===== config.mk =====
export PLATFORM = sky130hd
export DESIGN_NAME = rom_burst_reader
export DESIGN_NICKNAME = d
export VERILOG_FILES = /design/src/rtl/rom_burst_reader_pkg.sv /design/src/rtl/rom_burst_reader_rom.sv /design/src/rtl/rom_burst_reader.sv
export SDC_FILE = /design/constraint.sdc
export NUM_CORES = 1
export LEC_CHECK = 0
export BUFFER_PORTS_ARGS = -buffer_cell sky130_fd_sc_hd__buf_2
export CAP_MARGIN = 20
export CORE_MARGIN = 10
export CORE_UTILIZATION = 30
export CTS_CLUSTER_DIAMETER = 40
export DETAILED_ROUTE_END_ITERATION = 8
export PLACE_DENSITY = 0.46
export SYNTH_ARGS = -nofsm -noshare
export SYNTH_HDL_FRONTEND = slang
export SYNTH_SLANG_ARGS = --single-unit

===== constraint.sdc =====
create_clock -name clk -period 7.9 [get_ports clk]
set_clock_uncertainty 0.1 [all_clocks]
set_input_delay 0.79 -clock clk [delete_from_list [all_inputs] [get_ports clk]]
set_output_delay 0.79 -clock clk [all_outputs]
set_load 0.1 [all_outputs]

===== src/rtl/rom_burst_reader_pkg.sv =====
// Shared definitions for the burst ROM reader: FSM encoding and content constants.
package rom_burst_reader_pkg;

  typedef enum logic [1:0] {
    IDLE = 2'd0,
    RUN  = 2'd1,
    HOLD = 2'd2
  } state_t;

  localparam int unsigned ROM_MULT     = 29;
  localparam int unsigned DEFAULT_SEED = 32'h5A;

endpackage


===== src/rtl/rom_burst_reader_rom.sv =====
// Pure combinational table lookup: word(a) = (a*29 + SEED) mod 2**DATA_W for a < DEPTH,
// zero with oor_o raised for unpopulated addresses.
module rom_case_param
  import rom_burst_reader_pkg::*;
#(
  parameter int unsigned DATA_W = 8,
  parameter int unsigned ADDR_W = 8,
  parameter int unsigned DEPTH  = 40,
  parameter int unsigned SEED   = DEFAULT_SEED
) (
  input  logic [ADDR_W-1:0] addr_i,
  output logic [DATA_W-1:0] data_o,
  output logic              oor_o
);

  // NOTE: every output gets a value on every path through always_comb, so no latch is inferred.
  always_comb begin
    oor_o  = (32'(addr_i) >= DEPTH);
    data_o = '0;
    case (oor_o)
      1'b0:    data_o = DATA_W'(32'(addr_i) * ROM_MULT + SEED);
      default: data_o = '0;
    endcase
  end

endmodule


===== src/rtl/rom_burst_reader.sv =====
// Registered ROM reader with single/burst requests, wrap-at-DEPTH addressing,
// valid/ready output handshake and out-of-range flagging.
module rom_burst_reader
  import rom_burst_reader_pkg::*;
#(
  parameter int unsigned DATA_W = 8,
  parameter int unsigned ADDR_W = 8,
  parameter int unsigned DEPTH  = 40,
  parameter int unsigned LEN_W  = 4,
  parameter int unsigned SEED   = DEFAULT_SEED
) (
  input  logic              clk,
  input  logic              resetn,
  input  logic              ce_i,
  input  logic              ren_i,
  input  logic              burst_i,
  input  logic [LEN_W-1:0]  len_i,
  input  logic [ADDR_W-1:0] addr_i,
  output logic [DATA_W-1:0] data_o,
  output logic              valid_o,
  input  logic              ready_i,
  output logic              last_o,
  output logic              busy_o,
  output logic              err_o,
  output logic              drop_o
);

  localparam logic [ADDR_W-1:0] LAST_ADDR = ADDR_W'(DEPTH - 1);

  state_t              state_q;
  logic [ADDR_W-1:0]   cur_addr_q;
  logic [LEN_W-1:0]    remaining_q;
  logic [DATA_W-1:0]   data_q;
  logic                valid_q, last_q, busy_q, err_q, drop_q;

  logic                req;
  logic                slot_free;
  logic [ADDR_W-1:0]   next_addr;
  logic [DATA_W-1:0]   rom_data;
  logic                rom_oor;

  assign req       = ce_i & ren_i;
  assign slot_free = ~valid_q | ready_i;
  // Wrap only from the last populated word; out-of-range addresses roll over at 2**ADDR_W.
  assign next_addr = (cur_addr_q == LAST_ADDR) ? '0 : cur_addr_q + ADDR_W'(1);

  rom_case_param #(
    .DATA_W (DATA_W),
    .ADDR_W (ADDR_W),
    .DEPTH  (DEPTH),
    .SEED   (SEED)
  ) u_rom (
    .addr_i (cur_addr_q),
    .data_o (rom_data),
    .oor_o  (rom_oor)
  );

  // NOTE: sequential state uses non-blocking assignments so every register samples pre-edge values.
  always_ff @(posedge clk or negedge resetn) begin
    if (!resetn) begin
      state_q     <= IDLE;
      cur_addr_q  <= '0;
      remaining_q <= '0;
      data_q      <= '0;
      valid_q     <= 1'b0;
      last_q      <= 1'b0;
      busy_q      <= 1'b0;
      err_q       <= 1'b0;
      drop_q      <= 1'b0;
    end else begin
      drop_q <= 1'b0;
      unique case (state_q)
        IDLE: begin
          if (req) begin
            cur_addr_q  <= addr_i;
            remaining_q <= burst_i ? len_i : '0;
            busy_q      <= 1'b1;
            state_q     <= RUN;
          end
        end
        RUN: begin
          drop_q <= req;
          if (slot_free) begin
            data_q      <= rom_data;
            valid_q     <= 1'b1;
            last_q      <= (remaining_q == '0);
            err_q       <= rom_oor;
            cur_addr_q  <= next_addr;
            remaining_q <= remaining_q - LEN_W'(1);
            if (remaining_q == '0) state_q <= HOLD;
          end
        end
        HOLD: begin
          drop_q <= req;
          if (valid_q && ready_i) begin
            valid_q <= 1'b0;
            last_q  <= 1'b0;
            err_q   <= 1'b0;
            busy_q  <= 1'b0;
            state_q <= IDLE;
          end
        end
        default: state_q <= IDLE;
      endcase
    end
  end

  assign data_o  = data_q;
  assign valid_o = valid_q;
  assign last_o  = last_q;
  assign busy_o  = busy_q;
  assign err_o   = err_q;
  assign drop_o  = drop_q;

endmodule


=== Word level (Yosys, flattened, before mapping) ===
Cells that the tools add are included.

* Bits in registers: 27
* Bits of input ports: 18
* Output and inout port bits: 13
* Word-level logic and storage cells: 60

* Add/subtract/negate cells: 3
* Multipliers: 1
* Order comparisons: 1
* Equal/unequal tests: 7
* Multiplexer cells: 24
* Bitwise operators: 3
* Reductions and logical operators: 12

{| class="wikitable"
|+ Operator list
! cell !! count
|-
| $mux W8 || 4
|-
| $pmux W8 S2 || 1
|-
| $mux W4 || 3
|-
| $reduce_and A3 Y1 || 3
|-
| $add A8 B1 Y8 const B || 1
|-
| $add A8 B7 Y8 const B || 1
|-
| $eq A8 B6 Y1 const B || 1
|-
| $ge A8 B6 Y1 const B || 1
|-
| $mul A8 B5 Y8 const B || 1
|-
| $mux W2 || 4
|-
| $ne A2 B2 Y1 const B || 4
|-
| $pmux W1 S2 || 4
|-
| $pmux W4 S2 || 1
|-
| $mux W1 || 6
|-
| $pmux W2 S3 || 1
|-
| $reduce_bool A2 Y1 || 3
|-
| $logic_not A4 Y1 || 1
|-
| $reduce_and A4 Y1 || 1
|-
| $sub A4 B1 Y4 const B || 1
|-
| $eq A2 B1 Y1 const B || 1
|-
| $eq A2 B2 Y1 const B || 1
|-
| $logic_not A2 Y1 || 1
|-
| $reduce_and A2 Y1 || 1
|-
| $reduce_or A2 Y1 || 1
|-
| 4 further kinds || 4
|}

=== Logic depth before layout (Yosys ltp) ===
Gate-level depths: netlist of run 1.

* Word-level depth: 4
* Gate-level depth with buffers: 13
* Gate-level depth less buffers: 12

=== Cells and area by module ===
Synthesis of run 1 repeated with hierarchy kept, for this count alone.

* Cells, all modules: 208
* Area, all modules: 2133.3 um2

{| class="wikitable"
|+ By module, submodules not included
! module !! instances !! cells each !! area each (um2) !! sequential area each (um2)
|-
| rom_burst_reader || 1 || 147 || 1552.7 || 675.6
|-
| rom_case_param || 1 || 61 || 580.6 || 0.0
|}

=== Worst setup path after synthesis of run 1 ===
No wires, ideal clock.

* Path type: flip-flop to flip-flop
* From: register cur_addr_q[1]
* To: register data_q[7] (netlist: data_o[7])
* Arrival time: 3244 ps
* Required time: 7678 ps
* Path slack: 4434 ps
* Stages on the path, launching flop included: 13
* Buffers on the path: 0
* Clock period less this slack: 3466 ps
* Cell sequence: dfrtp_1 -> inv_1 -> fa_1 -> inv_1 -> fa_1 -> inv_1 -> fa_1 -> inv_1 -> ha_1 -> a21o_1 -> a21oi_1 -> xnor3_1 -> a22o_1

* Longest elaborated chain between the ends: 3
* Elaborated cells on any way between the ends: 4

{| class="wikitable"
|+ Ends and longest elaborated chain
! item !! line !! text
|-
| start: declaration || rom_burst_reader.sv:31 || <nowiki>logic [ADDR_W-1:0] cur_addr_q;</nowiki>
|-
| start signal: assignment || rom_burst_reader.sv:75 || <nowiki>cur_addr_q <= addr_i;</nowiki>
|-
| start signal: assignment || rom_burst_reader.sv:88 || <nowiki>cur_addr_q <= next_addr;</nowiki>
|-
| $mul A8 B5 Y8 || rom_burst_reader_rom.sv:21 || <nowiki>1'b0: data_o = DATA_W'(32'(addr_i) * ROM_MULT + SEED);</nowiki>
|-
| $add A8 B7 Y8 || rom_burst_reader_rom.sv:21 ||
|-
| $mux W8 * || rom_burst_reader_rom.sv:20 || <nowiki>case (oor_o)</nowiki>
|-
| end signal: assignment || rom_burst_reader.sv:84 || <nowiki>data_q <= rom_data;</nowiki>
|-
| end: declaration || rom_burst_reader.sv:33 || <nowiki>logic [DATA_W-1:0] data_q;</nowiki>
|}

Every way passes the cells marked *; elsewhere a longest branch is shown, timed or not.
A chain may end at the register's enable or synchronous reset.

=== Final worst setup path of run 1 ===
Same ends and word-level chain as after synthesis.

==> flow_metrics.py, run 1 <==
metrics = {
    "global_route": {
        "grt_pass1_wl_microns": 8430,
        "grt-ovfl-total": 0,
        "grt_start_max_net_pins": 34,
        "grt_pass1_vias": 1691,
        "track_usage_pct": 9.98,
        "antenna_found_initial": 0,
    },
    "sta": {
        "drv_slew": 0,
        "setup_slack_ns": 4.26,
        "rsz0062_at_grt": "no",
        "finalSetupViolCount": 0,
        "final.setup.tns_ns": 0,
        "hold_viol": 0,
        "tightest_slew_ns": 0.642,
        "fmax_ghz": 0.274,
        "period_share_pct": 46.1,
        "slew-limit-headroom_pct": 57.2,
        "layout_min_cycle_time_ns": 3.64,
    },
    "logic_synthesis": {
        "yosys-top-cells-area": "dfrtp_1 33%, ha_1 16%, fa_1 5.9%",
        "syn-cell-area_sq_um": 2030,
        "synth-edff-count": 0,
        "synth_top_cell_area_share_pct": 33.3,
        "synthSimpleGateAreaFrac_pct": 10.1,
        "seq_area_frac_synth_pct": 33.3,
        "synth_xor_area_share_pct": 4.99,
        "synth_top_family_by_area": "adder cells",
        "synthMuxAreaShare_pct": 3.08,
        "syn-num-nets": 256,
        "synth_compound_area_share_pct": 20.2,
        "synth_most_common_cell": "dfrtp_1",
        "ys_types": 42,
        "ys_ff_latch": 27,
        "yosysWarnings": 0,
        "synthArstFlopShare_pct": 100,
        "synthAdderAreaFrac_pct": 21.9,
        "yosysTopAreaCell": "dfrtp_1",
        "synth_top_flop_cell": "dfrtp_1",
        "syn_avg_cell_area_sq_um": 9.85,
        "syn_inst": 206,
        "synth_commonest_cells": "27 x dfrtp_1, 26 x ha_1, 23 x inv_1",
    },
    "clock_network": {
        "numCtsBuffers": 3,
        "clock_path_buffers": 2,
        "postCtsSetupBuffers": 0,
        "clk_latency_ns": 0.28,
        "tritoncts": "yes",
        "ctsHtreeMaxLevel": 1,
        "ctsResizeCount": 0,
        "clkTransAtPathRegs_ns": 0.11,
        "clock_sinks": 27,
        "cts_hold_buf": 0,
        "cts_root_buf": "clkbuf_8",
    },
    "critical_path": {
        "cp_common_cell": "inv_1",
        "crit_path_end_kind": "register",
        "slowest_delay_ns": 0.55,
        "cp.required_ns": 7.98,
        "critPathMaxFanout": 7,
        "slowest_stage": "fa_1",
        "setup.worst_path.class": "register to register",
        "rr_worst_depth": 12,
        "cp.arrival_ns": 3.72,
        "worstPathCellList": "inv_1 -> fa_1 -> inv_1 -> fa_1 -> inv_1 -> fa_1 -> inv_1 -> ha_1 -> a21o_1 -> a21oi_1 -> xnor3_1 -> a22o_1",
        "worst_setup_path_start_kind": "register",
    },
    "routing": {
        "drc_errors": 0,
        "viasPerCell": 5.17,
        "vias": 1609,
        "wl_per_cell_microns": 15.9,
        "wl_microns": 4940,
        "drt.antenna.violating_nets": 0,
        "drt_pass1_iterations": 4,
        "first_iter_violations": 97,
    },
    "place": {
        "dp_hpwl_microns": 3750,
        "gp_congestion": 0.727,
        "pre_cts_slack_ns": 4.25,
        "port_buffers": 30,
    },
    "hold_path": {
        "whs_path_depth": 2,
        "hold_class": "register to register",
    },
    "layout": {
        "antenna_cells": 0,
        "layout-area-overhead-vs-synth_pct": 13.6,
        "fin_nets": 285,
        "ff_latch_area_sq_um": 676,
        "layout-drive-gt1-share_pct": 17.9,
        "multi_input_area_sq_um": 1220,
        "fill_cells": 674,
    },
    "floorplan": {
        "coreArea_sq_um": 6460,
        "start_util_pct": 31.4,
        "die_h_microns": 102,
        "io_pins": 31,
        "die_area_sq_um": 10500,
        "fp.dieW_microns": 102,
        "placement_rows": 29,
    },
    "run": {
        "maxCapViolations": 0,
    },
    "outcome": {
        "status": "completed",
    },
}
==> path summary, 6_finish.rpt <==
| path | from | endpoint | slack, ns |
|---|---|---|---|
| max in group asynchronous | resetn | cur_addr_q[3]$_DFFE_PN0P_ | 6.86 |
| worst min-delay path | last_o$_DFFE_PN0P_ | last_o$_DFFE_PN0P_ | 0.41 |
| worst max register to register | cur_addr_q[1]$_DFFE_PN0P_ | data_o[7]$_DFFE_PN0P_ | 4.26 |
| worst min register to register | last_o$_DFFE_PN0P_ | last_o$_DFFE_PN0P_ | 0.41 |
| worst max-delay path | cur_addr_q[1]$_DFFE_PN0P_ | data_o[7]$_DFFE_PN0P_ | 4.26 |
| min in group asynchronous | resetn | err_o$_DFFE_PN0P_ | 0.42 |
==> logic make-up (layout without fill, tap and decap cells) <==
| logic type | after synthesis | after routing |
|---|---|---|
| xor+xnor | 10 | 10 |
| mux | 6 | 6 |
| simple gates | 42 | 42 |
| buf+inv | 32 | 60 |
| flops | 27 | 27 |
| compound gates | 57 | 57 |
| fa+ha+maj | 32 | 32 |
==> flip-flops by register name (all words and copies together), names as in the netlist <==
signal       count
busy_o           1
drop_o           1
remaining_q      4
last_o           1
cur_addr_q       8
valid_o          1
data_o           8
err_o            1
state_q          2
==> per-layer routing <==
layer  GRT usage [%]  up-vias  share of wire, %
met5               0        -                 0
met4            1.63        0              0.34
met3            2.70        2               4.6
met2            16.6       38                48
met1            12.8      781                47
li1                -      788                 -
==> cell type report <==
cell class / count / area share [%]
flip-flops and latches: 27 / 29.3
multi-input cells: 147 / 53.1
well taps: 77 / 4.18
inverters: 23 / 3.75
clock buffers: 3 / 1.79
repair buffers: 33 / 7.49
clock inverters: 1 / 0.326
==> worst max-delay path: cells and delay by family (launching register included) <==
| kind | cells | cell delay (ns) |
|---|---|---|
| compound gates | 3 | 0.53 |
| flops | 1 | 0.49 |
| fa+ha+maj | 4 | 1.89 |
| buf+inv | 4 | 0.30 |
| xor+xnor | 1 | 0.22 |
==> cells in the final DEF, fill, tap and decap left out, types with 4 or more instances in the layout <==
cell     instances
mux2i_1          4
o22ai_1          7
ha_1            26
a22o_1           9
o21ai_0          7
nand2_1         17
inv_1           23
fa_1             6
xor2_1           4
dfrtp_1         27
a21oi_1          8
nor2_1           4
xnor2_1          5
buf_2           30
nor2b_1          5
==> stage by stage <==
stage	instance area, sq um	utilization [%]	hold slack, ns	instances
6_report	2300	35.7	0.407	311
4_1_cts	2300	35.7	0.410	311
3_5_place_dp	2260	34.9	0.371	307
2_1_floorplan	2030	-	0.376	206
5_1_grt	2300	35.7	0.431	311
3_3_place_gp	2260	34.9	0.378	307
Power of run 1 is not shown: default switching activity piles up to over one toggle a cycle in this logic, so the estimate is an artifact.
==> inputs of run 2 (changes only) <==
--- a/config.mk
+++ b/config.mk
@@ -5,13 +5,14 @@
 export SDC_FILE = /design/constraint.sdc
 export NUM_CORES = 1
 export LEC_CHECK = 0
+export ABC_AREA = 1
 export BUFFER_PORTS_ARGS = -buffer_cell sky130_fd_sc_hd__buf_2
 export CAP_MARGIN = 20
 export CORE_MARGIN = 10
 export CORE_UTILIZATION = 30
 export CTS_CLUSTER_DIAMETER = 40
 export DETAILED_ROUTE_END_ITERATION = 8
-export PLACE_DENSITY = 0.46
+export PLACE_DENSITY = 0.45
 export SYNTH_ARGS = -nofsm -noshare
 export SYNTH_HDL_FRONTEND = slang
 export SYNTH_SLANG_ARGS = --single-unit
==> constraint.sdc (replaced) <==
create_clock -name clk -period 3.8 [get_ports clk]
set_clock_uncertainty 0.1 [all_clocks]
set_input_delay 0.38 -clock clk [delete_from_list [all_inputs] [get_ports clk]]
set_output_delay 0.38 -clock clk [all_outputs]
set_load 0.1 [all_outputs]
==> flow_metrics.py, run 2 <==
metrics = {
    "sta": {
        "rsz0062_at_grt": "no",
        "layout_min_cycle_time_ns": 3.46,
        "final.setup.tns_ns": 0,
        "drv_slew": 0,
        "fmax_ghz": 0.289,
        "slew-limit-headroom_pct": 53.4,
        "period_share_pct": 91.1,
        "hold_viol": 0,
        "finalSetupViolCount": 0,
        "tightest_slew_ns": 0.699,
    },
    "critical_path": {
        "setup.worst_path.class": "register to register",
        "cp.required_ns": 3.89,
        "crit_start": "cur_addr_q[3]$_DFFE_PN0P_",
        "worst_setup_path_start_kind": "register",
        "cp.arrival_ns": 3.55,
        "rr_worst_depth": 16,
        "crit_path_end_kind": "register",
        "critPathMaxFanout": 7,
        "ff2ff_setup_slack_ns": 0.34,
        "r2r_end": "data_o[7]$_DFFE_PN0P_",
        "r2r_start": "cur_addr_q[3]$_DFFE_PN0P_",
    },
    "clock_network": {
        "clock_path_buffers": 2,
        "cts_root_buf": "clkbuf_8",
        "clkTransAtPathRegs_ns": 0.12,
        "ctsResizeCount": 0,
        "postCtsSetupBuffers": 0,
        "ctsHtreeMaxLevel": 1,
        "clk_latency_ns": 0.29,
        "tritoncts": "yes",
        "cts_hold_buf": 0,
        "numCtsBuffers": 3,
        "clock_sinks": 27,
    },
    "layout": {
        "ff_latch_area_sq_um": 676,
        "fill_cells": 758,
        "multi_input_area_sq_um": 1340,
        "utilization_pct": 34.6,
        "fin_cells": 405,
        "layout-drive-gt1-share_pct": 18.3,
        "layout-area-overhead-vs-synth_pct": 12.8,
        "antenna_cells": 0,
        "layout_common_cells": "84 x nand2_1, 34 x inv_1, 30 x buf_2",
        "fin_nets": 357,
        "final_common_cell": "nand2_1",
    },
    "logic_synthesis": {
        "synthArstFlopShare_pct": 100,
        "synth_top_flop_cell": "dfrtp_1",
        "ys_types": 34,
        "synth-edff-count": 0,
        "synth_most_common_cell": "nand2_1",
        "yosys-top-cells-area": "dfrtp_1 31%, ha_1 15%, nand2_1 14%",
        "yosysWarnings": 0,
        "syn-num-nets": 326,
        "synth_top_cell_area_share_pct": 30.7,
        "syn-cell-area_sq_um": 2200,
        "yosysTopAreaCell": "dfrtp_1",
        "ys_ff_latch": 27,
        "seq_area_frac_synth_pct": 30.7,
        "syn_avg_cell_area_sq_um": 7.98,
        "syn_inst": 276,
        "synth_commonest_cells": "84 x nand2_1, 34 x inv_1, 27 x dfrtp_1",
    },
    "floorplan": {
        "die_h_microns": 106,
        "io_pins": 31,
        "placement_rows": 31,
        "start_util_pct": 30.7,
        "die_area_sq_um": 11200,
        "coreArea_sq_um": 7180,
        "fp.dieW_microns": 106,
    },
    "routing": {
        "wl_per_cell_microns": 12.6,
        "drt.antenna.violating_nets": 0,
        "first_iter_violations": 46,
        "vias": 1803,
        "wl_microns": 5110,
        "drc_errors": 0,
        "drt_pass1_iterations": 4,
        "viasPerCell": 4.45,
    },
    "global_route": {
        "grt_pass1_vias": 1905,
        "grt-ovfl-total": 0,
        "grt_start_max_net_pins": 28,
        "antenna_found_initial": 0,
        "track_usage_pct": 9.34,
        "grt_pass1_wl_microns": 8890,
    },
    "place": {
        "gp_congestion": 0.797,
        "port_buffers": 30,
        "placedCellCount": 401,
        "dp_hpwl_microns": 4030,
    },
    "hold_path": {
        "hold_class": "input port to asynchronous set/reset pin",
    },
    "outcome": {
        "status": "completed",
    },
    "run": {
        "maxCapViolations": 0,
    },
}
## run 2: cells by family after synthesis
family                   after synthesis  share of synthesized area (%)
AND/OR/NAND/NOR                      130                           25.2
buffers and inverters                 43                           8.69
AO/OA/AOI/OAI                         39                           13.2
adder cells (fa/ha/maj)               32                           20.2
flip-flops                            27                           30.7
XOR/XNOR                               5                           1.99
## run 2: metrics by stage
| stage | hold slack, ns | cell area [sq um] | worst slack, ns |
|---|---|---|---|
| after global routing | 0.0496 | 2480 | 0.106 |
| after detailed placement | 0.360 | 2430 | 0.367 |
| after floorplan | -0.0156 | 2200 | 0.556 |
| after CTS | 0.0398 | 2480 | 0.351 |
| final | 0.0164 | 2480 | 0.340 |
| after global placement | 0.358 | 2430 | 0.428 |
## run 2: worst max path at each step
stage                     slack [ns]                     to  cells past startpoint
after floorplan                 0.56  data_o[7]$_DFFE_PN0P_                     16
after global placement          0.43  data_o[7]$_DFFE_PN0P_                     17
after detailed placement        0.37  data_o[7]$_DFFE_PN0P_                     17
after CTS                       0.35  data_o[7]$_DFFE_PN0P_                     17
after global routing            0.11  data_o[7]$_DFFE_PN0P_                     16
final                           0.34  data_o[7]$_DFFE_PN0P_                     16
## run 2: final cells by class
class                           instances  share of cell area, %
Clock buffer                            3                   1.66
Inverter                               38                   5.74
Tap cell                               99                   4.98
Multi-Input combinational cell        206                   53.7
Sequential cell                        27                   27.2
Timing Repair Buffer                   31                   6.34
Clock inverter                          1                  0.352
## run 2: worst max-delay path, stage by stage (launching register included)
cell and delay (ns):
dfrtp_1 0.52, inv_1 0.19, fa_1 0.51, inv_1 0.05, fa_1 0.49, inv_1 0.05
fa_1 0.53, inv_1 0.05, ha_1 0.34, nand3_1 0.13, nand3_1 0.09, nand2_1 0.10
inv_1 0.04, nand2_1 0.05, nand2_1 0.04, nand2_1 0.05, nand2_1 0.04
## run 2: per-layer routing
metal / part of all wire, % / wire length [microns] / vias to the layer above / track usage (%)
met5: 0 / 0 / - / 0
met2: 48 / 2430 / 25 / 16.3
met3: 4.5 / 229 / 2 / 2.80
met4: 0.47 / 24 / 0 / 1.74
met1: 47 / 2420 / 830 / 11.1
li1: - / - / 946 / -
Power of run 2 is left out for the same reason.
